### config.mk
export PLATFORM = sky130hd
export DESIGN_NAME = adder_arbiter
export DESIGN_NICKNAME = d
export VERILOG_FILES = /design/src/rtl/adder_arbiter_pkg.sv /design/src/rtl/adder_arbiter_adder.sv /design/src/rtl/adder_arbiter.sv
export SDC_FILE = /design/constraint.sdc
export NUM_CORES = 1
export LEC_CHECK = 0
export ABC_AREA = 0
export CORE_MARGIN = 8
export CORE_UTILIZATION = 45
export CTS_BUF_LIST = sky130_fd_sc_hd__clkbuf_2
export CTS_CLUSTER_DIAMETER = 200
export DETAILED_ROUTE_END_ITERATION = 12
export HOLD_SLACK_MARGIN = 0.02
export PLACE_DENSITY = 0.91
export SYNTH_ARGS = -nofsm -noshare
export SYNTH_HDL_FRONTEND = slang
export SYNTH_SLANG_ARGS = --single-unit
export TNS_END_PERCENT = 30
### constraint.sdc
create_clock -name clk -period 1.95 [get_ports clk]
set_input_delay 0.195 -clock clk [delete_from_list [all_inputs] [get_ports clk]]
set_output_delay 0.195 -clock clk [all_outputs]
set_load 0.05 [all_outputs]
### src/rtl/adder_arbiter_pkg.sv
// Shared definitions for the two-requester adder arbiter: widths and FSM states.
package adder_arbiter_pkg;

    localparam int W    = 6;
    localparam int NREQ = 2;

    typedef enum logic [1:0] {
        IDLE = 2'd0,
        CALC = 2'd1,
        RESP = 2'd2
    } state_t;

endpackage

### src/rtl/adder_arbiter_adder.sv
// The team's plain W-bit adder: sum and carry-out, no carry-in.
module adder #(
    parameter int W = 6
) (
    input  logic [W-1:0] x,
    input  logic [W-1:0] y,
    output logic [W-1:0] s,
    output logic         cout
);

    // Zero-extend both operands so the top bit of the result is the carry.
    assign {cout, s} = {1'b0, x} + {1'b0, y};

endmodule

### src/rtl/adder_arbiter.sv
// Round-robin arbiter in front of a single shared adder. Each accepted request
// is computed in CALC and held in RESP until the consumer takes it.
module adder_arbiter #(
    parameter int W    = adder_arbiter_pkg::W,
    parameter int NREQ = adder_arbiter_pkg::NREQ
) (
    input  logic            clk,
    input  logic            rst_n,
    input  logic [NREQ-1:0] req_valid,
    output logic [NREQ-1:0] req_ready,
    input  logic [W-1:0]    req_x0,
    input  logic [W-1:0]    req_y0,
    input  logic [W-1:0]    req_x1,
    input  logic [W-1:0]    req_y1,
    output logic            rsp_valid,
    input  logic            rsp_ready,
    output logic            rsp_id,
    output logic [W-1:0]    rsp_sum,
    output logic            rsp_cout,
    output logic            busy
);

    import adder_arbiter_pkg::*;

    state_t         state;
    state_t         next_state;
    logic           last_grant;
    logic           grant_id;
    logic           grant_any;
    logic [W-1:0]   op_x;
    logic [W-1:0]   op_y;
    logic           op_id;
    logic [W-1:0]   add_s;
    logic           add_cout;

    adder #(.W(W)) u_adder (
        .x    (op_x),
        .y    (op_y),
        .s    (add_s),
        .cout (add_cout)
    );

    // Pick the winner: alternate away from the last grant when both compete.
    always_comb begin
        grant_id  = 1'b0;
        grant_any = req_valid[0] | req_valid[1];
        if (req_valid[0] && req_valid[1]) begin
            grant_id = ~last_grant;
        end else if (req_valid[1]) begin
            grant_id = 1'b1;
        end
    end

    // Only IDLE accepts work, and never while reset is held.
    always_comb begin
        req_ready = '0;
        if (rst_n && state == IDLE && grant_any) begin
            req_ready[grant_id] = 1'b1;
        end
    end

    // Next-state logic; stray encodings fall back to IDLE.
    always_comb begin
        next_state = state;
        case (state)
            IDLE:    if (grant_any) next_state = CALC;
            CALC:    next_state = RESP;
            RESP:    if (rsp_ready) next_state = IDLE;
            default: next_state = IDLE;
        endcase
    end

    // State register; reset drops any in-flight transaction.
    always_ff @(posedge clk) begin
        if (!rst_n) begin
            state <= IDLE;
        end else begin
            state <= next_state;
        end
    end

    // Capture the winner's operands on transfer, register the sum in CALC.
    always_ff @(posedge clk) begin
        if (!rst_n) begin
            last_grant <= 1'b1;
            op_x       <= '0;
            op_y       <= '0;
            op_id      <= 1'b0;
            rsp_sum    <= '0;
            rsp_cout   <= 1'b0;
            rsp_id     <= 1'b0;
        end else begin
            if (state == IDLE && grant_any) begin
                op_x       <= grant_id ? req_x1 : req_x0;
                op_y       <= grant_id ? req_y1 : req_y0;
                op_id      <= grant_id;
                last_grant <= grant_id;
            end
            if (state == CALC) begin
                rsp_sum  <= add_s;
                rsp_cout <= add_cout;
                rsp_id   <= op_id;
            end
        end
    end

    assign rsp_valid = (state == RESP);
    assign busy      = (state != IDLE);

endmodule

==> metrics.md <==
| Metric | Value |
|---|---|
| Status | `finished, final reports clean` |
| Pwr per Cell Area | `between 700 and 800 mW/mm2` |
| Sw frac | `~35%` |
| Setup TNS | `0 ps` |
| Reg power frac | `about half` |
| Depth of the CTS H-tree | `1` |
| Worst r2r path cells | `7` |
| Flop-to-flop setup slack | `310 ps` |
| Beginning of the worst hold path | `req_y0[4]` |
| Largest net degree at the start of global routing | `26` |
| Worst Hold Class | `primary input to flop` |
| WP buf/inv | `1` |
| WL final | `roughly 2900 um` |
| Peak fanout along the critical path | `6` |
| Switching pwr | `between 400 and 500 uW` |
| Hold Path Cell Cnt | `3` |
| Worst R2R End | `rsp_sum[4]` |
| Startpoint Class | `flop` |
| Nets | `213` |
| Post-synthesis net count | `between 150 and 200` |
| Bufs on Longest Clock Path | `2` |
| DRC | `0` |
| Worst-margin pin slew | `506 ps` |
| Sequential fraction of the synthesis area | `between 30% and 40%` |
| Worst r2r src | `op_x[0]` |
| Combinational share of power | `35.8%` |
| Layout cells sized above 1 | `about 7.4%` |
| Vias in the first global route | `1143` |
| Starting density of the core | `about half` |
| Rows | `18` |
| DP HPWL | `2360 um` |
| Hold Path End | `op_y[4]` |
| Hold_buf cts | `0` |
| Mapped Cells | `between 100 and 150` |
| Cell Area, Synth | `0.00120 mm2` |
| Antenna cells | `0` |
| Synth async-reset ratio | `0%` |
| Post-synth EDFFs | `0` |
| Port Buffers | `40` |
| Layout area overhead | `38.9%` |
| Dpl cell area | `~0.0016 mm2` |
| Clock-pin slew on the worst setup and hold paths | `about 210 ps` |
| Antenna viol nets, final | `0` |
| Peak supply drop | `approximately 0.43 mV` |
| Slew HR | `about two thirds` |
| Mean routed wirelength per cell | `14.1 um` |
| CP Class | `flop to primary output` |
| CTS tree | `done` |
| Most frequent cell after synthesis | `dfxtp_1` |
| Fin area | `0.00167 mm2` |
| Max Fclk | `~550 MHz` |
| Vias | `between 1000 and 1500` |
| RSZ-0062 raised after global routing | `no` |
| Internal power | `roughly 780 uW` |
| Starting DRT DRC Count | `38` |
| Tcrit/Tclk final | `between 90 and 100%` |
| Final Wtd Congestion | `about 0.81` |
| DR pass1 iterations | `5` |
| Synth Warn # | `0` |
| Crit-path cells | `nor2_2 -> o21a_2 -> and2_1 -> nor2b_2 -> buf_12` |
| Clk pwr share | `15.7%` |
| Die ar. | `around 0.0046 mm2` |
| Vias per Instance | `about 5.4` |
| CTS Root Cell | `clkbuf_2` |
| Dominant cell type by area after synthesis | `dfxtp_1` |
| Final Hold Vio Count | `0` |
| Ranking of synthesized cells by area | `dfxtp_1 40%, mux2i_1 10%, a21oi_1 7.5%, o21ai_0 7.5%, ha_1 6.3%` |
| Commonest cells in the netlist | `24 x dfxtp_1, 18 x a21oi_1, 18 x o21ai_0, 12 x mux2i_1, 9 x nand2_1` |
| Type of element capturing the critical path | `primary output` |
| CTS sink cnt | `24` |
| Fin. max-slew vios | `0` |
| Synthesized flop and latch total | `24` |
| Area of the core | `~0.0025 mm2` |
| Crit path arrival time | `between 1500 and 2000 ps` |
| Max Clock Skew | `1.52 ps` |
| MaxCap Viol Count | `0` |
| CP max stage cell | `dfxtp_1` |
| CTS Buf Count | `3` |
| Final setup violation count | `0` |
| Syn_area_per_cell | `between 8 and 9 um2` |
| Die width | `~68 um` |
| Cell family with most CP delay | `simple AND/OR/NAND/NOR gates` |
| Distinct cells, synth | `28` |
| Antenna violations before repair | `0` |
| Slowest cell delay on critical path | `380 ps` |
| Synth top area share | `roughly 40%` |
| WP data required | `~1800 ps` |
| GRT Resource Usage Total | `13.2%` |
| Leak | `approximately 0.00068 uW` |
| Clock Latency Late Sink | `340 ps` |
| Final min period | `~1800 ps` |
| I/O pin cnt | `41` |
| Remaining global-route overflow | `0` |
| First-pass GRT wire length | `about 4800 um` |
| Die H | `slightly below 70 um` |
| Dominant synthesized flop cell | `dfxtp_1` |
## cell type report
class / instances / area [um2]
multi-input cells: 99 / 664
clock buffers: 3 / 15.0
fillers: 210 / 832
well taps: 30 / 37.5
flip-flops and latches: 24 / 480
repair buffers: 44 / 452
inverters: 5 / 18.8
## tightest hold or removal path, cell delays in order
cell and delay [ps]:
clkdlybuf4s50_1 400, mux2i_1 120, a21oi_1 70
## sequential cells by signal, indices dropped and copies added, names as in the netlist
name	flops
op_x	6
op_y	6
rsp_sum	6
state	2
last_grant	1
op_id	1
rsp_cout	1
rsp_id	1
## power by group through the flow
| stage | clock (uW) | combinational (uW) | sequential (uW) |
|---|---|---|---|
| CTS | 189 | 427 | 577 |
| global route | 202 | 468 | 584 |
| finish | 187 | 426 | 578 |
| detailed placement | 0 | 426 | 587 |
| global placement | 0 | 410 | 584 |
| floorplan | 0 | 222 | 632 |
## cell usage in the layout, fill, tap and decap left out, types with 2 or more instances in the layout
master | Yosys | final
ha_1 | 6 | 6
nand2b_1 | 3 | 3
and2_1 | 2 | 2
inv_1 | 5 | 5
nor2_1 | 6 | 6
buf_4 | 0 | 4
buf_12 | 0 | 2
clkdlybuf4s50_1 | 0 | 36
a21oi_1 | 18 | 18
dfxtp_1 | 24 | 24
clkbuf_2 | 0 | 3
o21ai_0 | 18 | 18
mux2i_1 | 12 | 12
nor2b_1 | 4 | 3
o31ai_1 | 2 | 2
and3_1 | 2 | 2
nand2_1 | 9 | 9
a21boi_0 | 3 | 3
nand3_1 | 4 | 4
## metal layers
metal  up-vias  GRT usage [%]  routed length (um)
li1        558              -                   -
met1       499           14.7                1230
met2        37           23.7                1410
met3         5           2.98                 192
met4         0           5.48                  65
met5         -              0                   0
## worst max path at each step
| stage | start | to | cells past startpoint |
|---|---|---|---|
| 2_1_floorplan | state[0] | req_ready[0] | 4 |
| 3_3_place_gp | req_valid[1] | op_y[1] | 5 |
| 3_5_place_dp | req_valid[1] | op_x[0] | 5 |
| 4_1_cts | state[0] | busy | 3 |
| 5_1_grt | state[0] | req_ready[0] | 5 |
| 6_report | state[0] | req_ready[0] | 5 |
## kinds of logic after synthesis
logic type               count (synthesis)  share of synthesized area, %
AND/OR/NAND/NOR                         32                          13.3
adder cells (fa/ha/maj)                  7                          7.92
flip-flops                              24                          40.0
buffers and inverters                   12                          4.90
XOR/XNOR                                 1                         0.729
AO/OA/AOI/OAI                           47                          23.1
multiplexers                            12                          10.0
## per-stage QoR
step	hold slack, ps	util (%)	setup slack [ps]	cells	power, uW
finish	457	66.7	140	205	1190
global route	466	66.7	38.7	205	1250
floorplan	377	-	221	135	854
global placement	448	66.0	371	202	994
CTS	461	66.5	40.5	205	1190
detailed placement	459	66.0	302	202	1010
## what timing repair did
action	4_1_cts	5_1_grt
buffers inserted	0	0
gates resized for setup	1	2
setup endpoints to repair	1	2
Note: power is estimated with default switching activity, not from simulation.
